<file path="src/rtl/vga_text_fetch_pkg.sv">
// Shared definitions for the VGA text fetcher: FSM state encoding, ROM word
// layout constants and the character-word decode rule.
package vga_text_fetch_pkg;

    localparam int ADDR_W = 11;
    localparam int WORD_W = 32;
    localparam int CODE_W = 8;
    localparam int IDX_W  = 4;
    localparam int CNT_W  = 5;

    typedef enum logic [1:0] {
        ST_IDLE = 2'd0,
        ST_READ = 2'd1,
        ST_OUT  = 2'd2,
        ST_DONE = 2'd3
    } state_t;

    // Upper 24 bits all ones mark a character stored bit-inverted.
    localparam logic [23:0]       CIPHER_MASK = 24'hFFFFFF;
    localparam logic [WORD_W-1:0] TERMINATOR  = 32'h0;

    function automatic logic [CODE_W-1:0] decode_code(input logic [WORD_W-1:0] word);
        return (word[31:8] == CIPHER_MASK) ? ~word[7:0] : word[7:0];
    endfunction

endpackage

</file>
<file path="src/rtl/vga_text_fetch_char_decode.sv">
// Combinational decode of one ROM word into an ASCII code plus a flag that
// marks the end-of-run terminator word.
module char_decode
    import vga_text_fetch_pkg::*;
(
    input  logic [WORD_W-1:0] i_word,
    output logic [CODE_W-1:0] o_code,
    output logic              o_is_term
);

    assign o_code    = decode_code(i_word);
    assign o_is_term = (i_word == TERMINATOR);

endmodule

</file>
<file path="src/rtl/vga_text_fetch.sv">
// Walks consecutive character words in an external ROM, decodes each one and
// hands it to the text renderer over a valid/ready link, one run per start.
module vga_text_fetch
    import vga_text_fetch_pkg::*;
#(
    parameter logic [ADDR_W-1:0] BASE_ADDR = 11'h000,
    parameter int                NUM_CHARS = 8
) (
    input  logic              clk,
    input  logic              rst_n,
    input  logic              start,
    output logic [ADDR_W-1:0] mem_addr,
    input  logic [WORD_W-1:0] mem_data,
    output logic              char_valid,
    input  logic              char_ready,
    output logic [CODE_W-1:0] char_code,
    output logic [IDX_W-1:0]  char_idx,
    output logic              busy,
    output logic              done,
    output logic [CNT_W-1:0]  count
);

    localparam logic [IDX_W-1:0] LAST_IDX = IDX_W'(NUM_CHARS - 1);

    state_t            r_state;
    logic [IDX_W-1:0]  r_idx;
    logic [CNT_W-1:0]  r_count;
    logic [CODE_W-1:0] r_code;
    logic [IDX_W-1:0]  r_cidx;

    logic [CODE_W-1:0] w_code;
    logic              w_is_term;

    char_decode u_decode (
        .i_word    (mem_data),
        .o_code    (w_code),
        .o_is_term (w_is_term)
    );

    always_ff @(posedge clk) begin
        if (!rst_n) begin
            r_state <= ST_IDLE;
            r_idx   <= '0;
            r_count <= '0;
            r_code  <= '0;
            r_cidx  <= '0;
        end else begin
            case (r_state)
                ST_IDLE: begin
                    if (start) begin
                        r_idx   <= '0;
                        r_count <= '0;
                        r_state <= ST_READ;
                    end
                end
                ST_READ: begin
                    if (w_is_term) begin
                        r_state <= ST_DONE;
                    end else begin
                        r_code  <= w_code;
                        r_cidx  <= r_idx;
                        r_state <= ST_OUT;
                    end
                end
                ST_OUT: begin
                    // Code and column stay frozen until the renderer takes them.
                    if (char_ready) begin
                        r_count <= r_count + CNT_W'(1);
                        if (r_idx == LAST_IDX) begin
                            r_state <= ST_DONE;
                        end else begin
                            r_idx   <= r_idx + IDX_W'(1);
                            r_state <= ST_READ;
                        end
                    end
                end
                ST_DONE: r_state <= ST_IDLE;
                default: r_state <= ST_IDLE;
            endcase
        end
    end

    // Word address wraps silently at the top of the 2 KiB ROM window.
    assign mem_addr   = BASE_ADDR + {5'd0, r_idx, 2'b00};
    assign char_valid = (r_state == ST_OUT);
    assign char_code  = r_code;
    assign char_idx   = r_cidx;
    assign busy       = (r_state != ST_IDLE);
    assign done       = (r_state == ST_DONE);
    assign count      = r_count;

endmodule

</file>
<file path="config.mk">
export PLATFORM = sky130hd
export DESIGN_NAME = vga_text_fetch
export DESIGN_NICKNAME = d
export VERILOG_FILES = /design/src/rtl/vga_text_fetch_pkg.sv /design/src/rtl/vga_text_fetch_char_decode.sv /design/src/rtl/vga_text_fetch.sv
export SDC_FILE = /design/constraint.sdc
export NUM_CORES = 1
export LEC_CHECK = 0
export ABC_AREA = 1
export CAP_MARGIN = 25
export CORE_MARGIN = 2
export CORE_UTILIZATION = 38
export DETAILED_ROUTE_END_ITERATION = 10
export PLACE_DENSITY = 0.76
export SKIP_LAST_GASP = 1
export SLEW_MARGIN = 20
export SYNTH_ARGS = -nofsm -noshare
export SYNTH_HDL_FRONTEND = slang
export SYNTH_HIERARCHICAL = 1
export SYNTH_SLANG_ARGS = --single-unit
export TNS_END_PERCENT = 1
</file>
<file path="constraint.sdc">
create_clock -name clk -period 1.2 [get_ports clk]
set_input_delay 0.3 -clock clk [delete_from_list [all_inputs] [get_ports clk]]
set_output_delay 0.3 -clock clk [all_outputs]
set_load 0.05 [all_outputs]
</file>
Word-level counts from Yosys, hierarchy flattened
Index checks and enable logic that the tools add are counted.
Widths: inputs -> output; s select.
{ "classes": {"add_sub_neg": 2, "eq_ne": 8, "n_mux": 13, "bitwise": 2, "reduce_logical": 8} }
{ "op_table": {"columns": ["cell", "count"], "rows": [
  ["$logic_not 32->1", 1],
  ["$eq 24x24->1 const B", 1],
  ["$mux 4", 3],
  ["$mux 5", 2],
  ["$pmux 5 s2", 1],
  ["$mux 8", 1],
  ["$not 8->8", 1],
  ["$pmux 2 s4", 1],
  ["$pmux 4 s2", 1],
  ["$mux 2", 3],
  ["$add 5x1->5 const B", 1],
  ["$add 4x1->4 const B", 1],
  ["$eq 2x2->1 const B", 2],
  ["$eq 4x3->1 const B", 1],
  ["$ne 2x2->1 const B", 2],
  ["$reduce_and 2->1", 2],
  ["$reduce_and 4->1", 1],
  ["$reduce_bool 2->1", 2],
  ["$reduce_and 3->1", 1],
  ["$eq 2x1->1 const B", 1],
  ["$logic_not 2->1", 1],
  ["$ne 2x1->1 const B", 1],
  ["$mux 1", 1],
  ["$not 1->1", 1]
]} }
{ "word_totals": {"ff_bits": 23, "out_inout_bits": 31} }

Logic depth before layout (Yosys ltp)
Gate-level depths: netlist of run 1.
{ "logic_depth": {"word_depth": 4, "ltp_mapped": 10, "ltp_nobuf": 9} }

Modules after synthesis
The synthesis of run 1 kept the hierarchy.
{ "modules_own_cells": {"columns": ["mod", "instances", "cells_per_inst", "area_per_inst_um2", "seq_area_each_um2"], "rows": [
  ["vga_text_fetch", 1, 156, 1132.3, 460.4],
  ["char_decode", 1, 83, 376.6, 0.0]
]} }

Least setup slack after synthesis of run 1
OpenSTA, ideal clock, no wires.
{ "synth_timing": {"path_kind": "reg2reg", "start": "reg r_idx[0]", "end": "reg r_idx[0]", "setup_ns": 0.113, "arrival_ns": 1.481, "setup_slack_ns": -0.394, "stages_incl_launch_ff": 8, "path_buffers": 0, "path_cell_list": "dfxtp_1 -> ha_1 -> nand2_1 -> nand3b_1 -> nand3_1 -> nand2_1 -> nand2_1 -> nor2_1"} }
{ "synth_via": {"elab_chain_len": 4, "word_cells_on_any_way": 7, "cone_classes": "1 x add/sub; 2 x eq/ne; 3 x mux; 1 x reduce/logical"} }
{ "synth_lines": {"columns": ["item", "line_no", "text"], "rows": [
  ["start: declaration", "vga_text_fetch.sv:26", "logic [IDX_W-1:0] r_idx;"],
  ["start signal: assignment", "vga_text_fetch.sv:72", "r_idx <= r_idx + IDX_W'(1);"],
  ["$add 4x1->4", "vga_text_fetch.sv:72", null],
  ["$mux 4", "vga_text_fetch.sv:69", "if (r_idx == LAST_IDX) begin"],
  ["$mux 4", "vga_text_fetch.sv:67", "if (char_ready) begin"],
  ["$pmux 4 s2", "vga_text_fetch.sv:48", "case (r_state)"]
]} }
Parallel ways exist; a longest one is shown, timed or not. The select of a mux whose other input is x is not followed.
A chain may end at the register's enable or synchronous reset.

Final worst setup path of run 1
{ "layout_timing": {"start": "in mem_data[4]", "end": "reg r_code[4] (netlist: char_code[4])"} }
{ "layout_via": {"word_cells_on_any_way": 5, "cone_classes": "1 x mux; 2 x bitwise; 2 x reduce/logical"} }
{ "layout_lines": {"columns": ["item", "line_no", "text"], "rows": [
  ["start: declaration", "vga_text_fetch.sv:13", "input logic [WORD_W-1:0] mem_data,"],
  ["$not 8->8", "vga_text_fetch_pkg.sv:23", "return (word[31:8] == CIPHER_MASK) ? ~word[7:0] : word[7:0];"],
  ["$mux 8 *", "vga_text_fetch_pkg.sv:23", null],
  ["named net w_code[4]", "vga_text_fetch.sv:31", "logic [CODE_W-1:0] w_code;"],
  ["end signal: assignment", "vga_text_fetch.sv:60", "r_code <= w_code;"],
  ["end: declaration", "vga_text_fetch.sv:28", "logic [CODE_W-1:0] r_code;"]
]} }
The timed path passes the listed nets; every way through them passes the cells marked *.

==> results.tsv, run 1 <==
metric	value	unit
status	finished, violations left	
failing checks	negative setup slack	
NetSw	0.00109	W
total wire length	4.97	mm
die height	67.0	um
DP Worst Slack	-0.650	ns
Cell Area, Synth	1510	sq um
Hold Path Cell Cnt	5	
CTS Root Buffer Type	clkbuf_8	
register area	480	sq um
# fillers	255	
CP bufs+invs	7	
switch share	0.388	
Worst path slowest cell	clkdlybuf4s15_2	
WL/cell	12.9	um
Worst EP required	1.36	ns
die area	4490	sq um
Fin Setup TNS	-1.65	ns
area of the multi-input gates	936	sq um
Fin Clk Skew	0.0107	ns
post-route ant nets	0	
# diodes	0	
WHS Endpoint	char_code[2]	
Crit Path Max Fanout	2	
Synth Register Bits	23	
Final Max Tran Viols	0	
Post-DP HPWL	3.12	mm
Synth area leader	dfxtp_1	
# setup viols final	25	
std cell rows	22	
internal power	0.00171	W
vias post-DR	1870	
CTS Buf Count	3	
ranking of synthesized cells by area	dfxtp_1, nand2_1, nor2_1	
critical path type	in -> reg	
Crit path arrival time	1.51	ns
Port Buf Inserts	59	
prevailing post-synth register cell	dfxtp_1	
most frequent cells in the layout	nand2_1, nor2_1, buf_4	
MaxCap Viol Count	0	
worst min path class	in -> reg	
GRT Overall Usage	0.236	
FF-to-FF Start	r_state[1]	
crit start category	primary input	
Post-synth EDFFs	0	
CTS tree	yes	
largest net degree at the start of global routing	14	
layout cells sized above 1	0.420	
DRT Pass-1 Iters	4	
Final min period	1.35	ns
Synth async-reset ratio	0	
Initial Util	0.403	
Hold Crit Start	mem_data[2]	
Layout area overhead	85.8	%
Clock Power Share	0.181	
CP dominant cell by count	buf_4	
clk buf depth	2	
Core Area	3740	sq um
Power Total	0.00280	W
number of distinct library cells after synthesis	27	
Reg-to-Reg End	char_idx[0]	
critical path's top delay family	buffers and inverters	
Seq pwr share	0.331	
number of global-route vias before repair	1789	
worst-path cell chain	clkdlybuf4s15_2, inv_2, buf_4, buf_4, buf_4, buf_4, buf_4, nand3_1, nand2_1, o21ai_2, a21oi_2	
most common cell after layout, fill and taps aside	nand2_1	
Critical Path End Type	flop	
vias per cell	4.84	
share of the synthesized area in the top cell type	0.305	
drc violations	0	
I/O Pins	67	
post-synthesis sequential area ratio	0.305	
first-pass GRT wire length	8.05	mm
Synth Instances	239	
Final WS setup	-0.148	ns
Worst R2R Setup Slack	-0.05	ns
DIE WIDTH	67.0	um
Mean Syn Cell Area	6.31	sq um
combinational share of power	0.487	
leakage power	1.34	nW
Initial DRC Count	79	
Final Cycle Share	1.12	
Max IR drop VDD	0.572	mV
global route total overflow	0	
Largest stage delay, worst path	0.20	ns
H-tree depth	1	
CTS sink cnt	23	
RSZ-0062 raised after global routing	true	
Fmax	742	MHz
final core occ	0.749	
R2R cell count	6	
Total Nets Final	377	
clock-pin slew on the worst setup and hold paths	0.08	ns
Clock Latency Late Sink	0.27	ns
RD Place Congestion	0.795	
initial antenna violation count	0	
Final Hold Viols	0	
pwr/cell area	999	nW/um^2
YS warnings	6	
Yosys cell counts, drive strengths merged, types with 2 or more instances:
cell type,number
ha,2
o21ai,18
nor2,42
clkbuf,2
nand3,18
buf,10
inv,37
a21oi,17
nand2,62
nand3b,2
dfxtp,23
worst reg2reg max path, stage by stage (launching register included):
cell and delay [ns]:
dfxtp_4 0.38, inv_6 0.07, nand2_2 0.07, or2_4 0.26
buf_6 0.14, buf_16 0.13, a21oi_1 0.15
worst max-delay path by stage:
| stage | startpoint | end | slack [ns] | cells after the start |
|---|---|---|---|---|
| 2_1_floorplan | count[0] | count[4] | -0.07 | 6 |
| 3_3_place_gp | mem_data[3] | char_code[2] | -0.59 | 10 |
| 3_5_place_dp | mem_data[1] | char_code[1] | -0.65 | 10 |
| 4_1_cts | r_state[1] | char_code[7] | -0.10 | 7 |
| 5_1_grt | mem_data[4] | char_code[4] | -0.18 | 11 |
| 6_report | mem_data[4] | char_code[4] | -0.15 | 11 |
per-stage QoR:
stage / cells / cell area (sq um) / hold slack [ns]
after floorplan: 245 / 1550 / 0.444
after global placement: 359 / 2510 / 0.468
after detailed placement: 359 / 2510 / 0.471
after CTS: 385 / 2830 / 0.433
after global routing: 386 / 2800 / 0.460
final: 386 / 2800 / 0.435
area by class of cell:
| cell class | count | area share |
|---|---|---|
| inverter | 37 | 0.0522 |
| sequential | 23 | 0.171 |
| clock buffer | 3 | 0.0147 |
| timing repair buffer | 100 | 0.405 |
| clock inverter | 1 | 0.00178 |
| tap | 48 | 0.0214 |
| multi-input combinational | 174 | 0.334 |
routing by layer:
metal	global-route usage	vias up	routed length, um
met3	0.0270	19	219
met1	0.261	850	1880
li1	-	934	-
met2	0.444	67	2730
met5	0	-	0
met4	0.105	0	142
state kept, by name, summed over array words and instances, names as in the netlist:
signal / cells
char_code: 8
count: 5
char_idx: 4
r_idx: 4
r_state: 2
cell families after synthesis:
kind of cell,count (synthesis),synth area share
adders and majority gates,2,0.0166
DFF,23,0.305
AOI/OAI and AO/OA,37,0.136
and+or+nand+nor,127,0.386
other,1,0.00249
buffers and inverters,49,0.154
power groups by stage:
stage / Clock, W / Combinational (W) / Sequential (W)
5_1_grt: 0.000533 / 0.00144 / 0.000935
3_3_place_gp: 0 / 0.00115 / 0.000926
2_1_floorplan: 0 / 0.000410 / 0.00113
4_1_cts: 0.000500 / 0.00137 / 0.000921
6_report: 0.000508 / 0.00137 / 0.000928
3_5_place_dp: 0 / 0.00117 / 0.000931
timing repair:
action	CTS	global route
gates resized for setup	120	22
hold buffers	0	0
cloned	3	1
pin swaps	31	18
setup buffers	19	3
setup endpoints to repair	26	30
No activity file was read; power rests on OpenSTA's default activity.
==> run 2, diff against run 1 <==
Settings changed: CORE_UTILIZATION 38 to 40.
Clock period 1.2 ns to 1.5 ns, I/O delays scaled along.
==> run 2 against run 1 <==
  * The flow now finishes without violations
  * Design area fell by 5.8%
  * Sequential share of layout area rose by 0.45 points
  * Clock-buffer cell count did not move
  * Clock skew fell by 0.0040 ns
  * Critical path depth fell by 8
  * Sequential cell count did not move
  * Via count fell by 11%
  * Combinational power fell by 27%
  * Final cell count fell by 6.2%
==> results.tsv, run 2 (synthesized netlist as in run 1, its figures left out) <==
metric	value	unit	change
Fmax	670	MHz	
most common cell after layout, fill and taps aside	nand2_1		
worst-path cell chain	inv_2, nor2_4, buf_12		
clock-pin slew on the worst setup and hold paths	0.08	ns	about the same
Initial Util	0.415		+0.0122
Max IR drop VDD	0.623	mV	+8.9%
Core Area	3630	sq um	-2.9%
Post-DP HPWL	3.11	mm	-0.29%
Critical Path End Type	output port		
vias per cell	4.61		-4.8%
largest net degree at the start of global routing	16		+2
layout cells sized above 1	0.258		-0.162
Worst R2R Setup Slack	0.13	ns	+0.18 ns
global route total overflow	0		unchanged
most frequent cells in the layout	nand2_1, inv_1, nor2_1		
DRT Pass-1 Iters	4		unchanged
Final min period	1.49	ns	
MaxCap Viol Count	0		unchanged
vias post-DR	1669		-11%
status	complete, no violations		
Final Cycle Share	0.996		
RSZ-0062 raised after global routing	true		
pwr/cell area	810	nW/um^2	-19%
Crit Path Max Fanout	7		+5
I/O Pins	67		unchanged
Worst path slowest cell	dfxtp_1		
CTS Buf Count	3		unchanged
total wire length	4.33	mm	-13%
Fin Setup TNS	0	ns	+1.65 ns
Final Max Tran Viols	0		unchanged
std cell rows	22		unchanged
crit start category	flop		
initial antenna violation count	0		unchanged
GRT Overall Usage	0.212		-0.0236
Total Nets Final	353		-6.4%
DIE WIDTH	65.4	um	-2.4%
H-tree depth	1		unchanged
Clock Latency Late Sink	0.27	ns	about the same
Power Total	0.00214	W	-24%
worst min path class	reg -> reg		
Fin Clk Skew	0.00672	ns	-0.00401 ns
first-pass GRT wire length	7.18	mm	-11%
RD Place Congestion	0.824		+3.7%
critical path type	reg -> out		
clk buf depth	2		unchanged
leakage power	1.26	nW	-5.9%
CP bufs+invs	2		-5
drc violations	0		unchanged
die height	65.4	um	-2.4%
die area	4280	sq um	-4.7%
# diodes	0		unchanged
WL/cell	12.0	um	-7.1%
non-filler cells in the finished layout	362		-6.2%
# setup viols final	0		-100%
Largest stage delay, worst path	0.38	ns	+0.18 ns
CTS tree	yes		
Worst EP required	1.12	ns	-0.24 ns
critical path's top delay family	flip-flops		
max FFs per register	8		unchanged
Port Buf Inserts	59		unchanged
number of global-route vias before repair	1711		-4.4%
Layout area overhead	75.0	%	
CTS sink cnt	23		unchanged
Final Hold Viols	0		unchanged
post-route ant nets	0		unchanged
CTS hold repair buffers	0		unchanged
CTS Root Buffer Type	clkbuf_8		
dpl cells	352		-1.9%
Crit path arrival time	1.12	ns	-0.39 ns
Initial DRC Count	36		-54%
-- run 2: changes by cell type in the layout (fill, tap and decap cells not counted), sizes merged --
cell / delta
clkdlybuf4s15: -18
buf: -32
dlygate4sd2: +31
nand2: -1
clkbuf: -5
dlymetal6s2s: +1
-- run 2: worst paths after layout --
| check | from | endpoint | depth (start not counted) |
|---|---|---|---|
| worst max register to register | r_state[1] | char_code[3] | 7 |
| worst min-delay path | char_code[7] | char_code[7] | 2 |
| worst min register to register | char_code[7] | char_code[7] | 2 |
| worst max-delay path | r_state[1] | char_valid | 3 |
-- run 2: per-layer routing --
metal | vias to the layer above | global-route usage | wire [um] | part of all wire
li1 | 879 | - | - | -
met1 | 745 | 0.236 | 1780 | 0.41
met2 | 35 | 0.402 | 2310 | 0.53
met3 | 10 | 0.0240 | 135 | 0.031
met4 | 0 | 0.0938 | 111 | 0.026
met5 | - | 0 | 0 | 0
-- run 2: per-stage QoR --
step / hold slack, ns / utilization / setup slack (ns) / instance area, sq um
after floorplan: 0.527 / - / 0.0189 / 1530
after global placement: 0.469 / 0.677 / -0.371 / 2460
after global routing: 0.508 / 0.727 / -0.0802 / 2640
after detailed placement: 0.473 / 0.677 / -0.418 / 2460
final: 0.483 / 0.727 / 0.00670 / 2640
after CTS: 0.486 / 0.727 / -0.0905 / 2640
-- run 2: layout make-up --
class	instances	area, sq um
Clock buffer	3	41.3
Clock inverter	1	5.00
Fill cell	299	993
Inverter	37	139
Multi-Input combinational cell	173	912
Sequential cell	23	464
Tap cell	48	60.1
Timing Repair Buffer	77	1020
-- run 2: timing repair --
action	CTS	global route
setup buffers	4	0
cloned	3	0
resized for setup	54	7
pin swaps	12	6
endpoints found under the setup margin	13	15
-- run 2: power by group --
part	total, W	leakage [nW]	switching (W)	internal (W)
clock	0.000388	0.0255	0.000203	0.000185
combinational	0.00100	1.05	0.000533	0.000467
sequential	0.000750	0.189	0.0000784	0.000671
-- run 2: worst min-delay path, cell delays in order, from the launching register on --
cell	delay (ns)
dfxtp_1	0.34
inv_1	0.06
a21oi_1	0.05
==> run 3, diff against run 2 <==
Settings changed: TNS_END_PERCENT 1 to not set.
==> run 3 against run 2 <==
  * Highest routed layer unchanged
  * First-iteration DRC count grew 69%
  * Sequential cell count unchanged
  * Non-clock buffer count unchanged
  * Critical path type unchanged
  * Sequential power is essentially flat
  * Utilization decreased by 0.72 points
  * Largest power group unchanged
  * Design area down 1.0%
  * Largest cell class unchanged
  * Via count about the same
==> results.tsv, run 3 (synthesized netlist as in run 1, its figures left out) <==
metric	value	unit	change
status	complete, no violations		
post-route ant nets	0		unchanged
non-filler cells in the finished layout	362		unchanged
Post-DP HPWL	3.11	mm	unchanged
CTS sink cnt	23		unchanged
worst hold slack	0.486	ns	+0.00300 ns
Largest stage delay, worst path	0.36	ns	-0.02 ns
initial antenna violation count	0		unchanged
leakage power	1.24	nW	-1.5%
Final min period	1.45	ns	-0.0430 ns
total wire length	4.24	mm	-2.1%
DIE WIDTH	65.4	um	unchanged
RD Place Congestion	0.824		unchanged
Fin Setup TNS	0	ns	unchanged
Critical Path End Type	output port		
Initial Util	0.415		unchanged
Final Hold Viols	0		unchanged
most common cell after layout, fill and taps aside	nand2_1		
Final Cycle Share	0.967		-0.0286
GRT Overall Usage	0.212		-0.000361
Worst EP required	1.12	ns	about the same
Port Buf Inserts	59		unchanged
Core Area	3630	sq um	unchanged
max FFs per register	8		unchanged
M2 GR Usage	0.403		+0.00128
met1 Use GR	0.237		+0.00106
CTS tree	yes		
CTS Root Buffer Type	clkbuf_8		
Max IR drop VDD	0.625	mV	+0.35%
# diodes	0		unchanged
critical path type	reg -> out		
# setup viols final	0		unchanged
layout cells sized above 1	0.255		-0.00318
Initial DRC Count	61		+69%
H-tree depth	1		unchanged
Fin Clk Skew	0.00601	ns	-0.000711 ns
clock-pin slew on the worst setup and hold paths	0.08	ns	about the same
number of global-route vias before repair	1705		-0.35%
M3 GR Usage	0.0223		-0.00171
drc violations	0		unchanged
crit start category	flop		
Layout area overhead	73.2	%	
CP bufs+invs	2		unchanged
worst min path class	reg -> reg		
pwr/cell area	810	nW/um^2	about the same
I/O Pins	67		unchanged
largest net degree at the start of global routing	16		unchanged
Crit path arrival time	1.08	ns	-0.04 ns
vias per cell	4.61		about the same
MaxCap Viol Count	0		unchanged
most frequent cells in the layout	nand2_1, inv_1, nor2_1		
CTS hold repair buffers	0		unchanged
final instance area	2610	sq um	-1.0%
Crit Path Max Fanout	7		unchanged
Fmax	689	MHz	+3.0%
Total Nets Final	353		unchanged
global route total overflow	0		unchanged
die area	4280	sq um	unchanged
DRT Pass-1 Iters	4		unchanged
Final Max Tran Viols	0		unchanged
Power Total	0.00212	W	-0.93%
WL/cell	11.7	um	-2.1%
vias post-DR	1670		+0.060%
first-pass GRT wire length	7.16	mm	-0.20%
Worst path slowest cell	dfxtp_2		
std cell rows	22		unchanged
placed cell area	2460	sq um	unchanged
GRT busiest layer	met2		
worst-path cell chain	inv_2, nor2_4, buf_12		
dpl cells	352		unchanged
clk buf depth	2		unchanged
critical path's top delay family	flip-flops		
Clock Latency Late Sink	0.27	ns	about the same
CTS Buf Count	3		unchanged
die height	65.4	um	unchanged
## run 3: repair_timing
action / CTS / global route
setup buffers: 4 / 1
setup endpoints to repair: 13 / 15
cloned: 3 / 0
gates resized for setup: 55 / 7
pin swaps: 12 / 8
## run 3: worst min-delay path, cell delays in order, from the launching register on
cell     delay (ns)
dfxtp_1        0.34
inv_1          0.06
a21oi_1        0.05
## run 3: metal layers
| metal | vias to the layer above | share of wire |
|---|---|---|
| li1 | 880 | - |
| met1 | 745 | 0.41 |
| met2 | 37 | 0.54 |
| met3 | 8 | 0.028 |
| met4 | 0 | 0.023 |
| met5 | - | 0 |
## run 3: stage by stage
step / util / setup WS, ns
after CTS: 0.727 / -0.0144
after floorplan: - / 0.0189
after global routing: 0.719 / -0.0112
after global placement: 0.677 / -0.371
final: 0.719 / 0.0497
after detailed placement: 0.677 / -0.418
## run 3: layout make-up
type	instances	area, sq um
fillers	301	1020
flip-flops and latches	23	465
well taps	48	60.1
clock buffers	3	41.3
repair buffers	77	1010
inverters	37	139
multi-input cells	173	897
clock inverters	1	5.00
## run 3: worst paths after layout
check | slack [ns] | cells past startpoint | start | to
worst max-delay path | 0.05 | 3 | r_state[1] | char_valid
worst min-delay path | 0.49 | 2 | char_code[7] | char_code[7]
worst max register to register | 0.20 | 6 | r_state[1] | char_code[3]
worst min register to register | 0.49 | 2 | char_code[7] | char_code[7]
## run 3: report_power, final
group / total, W / switching [W] / internal [W]
logic: 0.000978 / 0.000523 / 0.000455
registers: 0.000748 / 0.0000760 / 0.000672
clock network: 0.000392 / 0.000206 / 0.000186
total: 0.00212 / 0.000805 / 0.00131
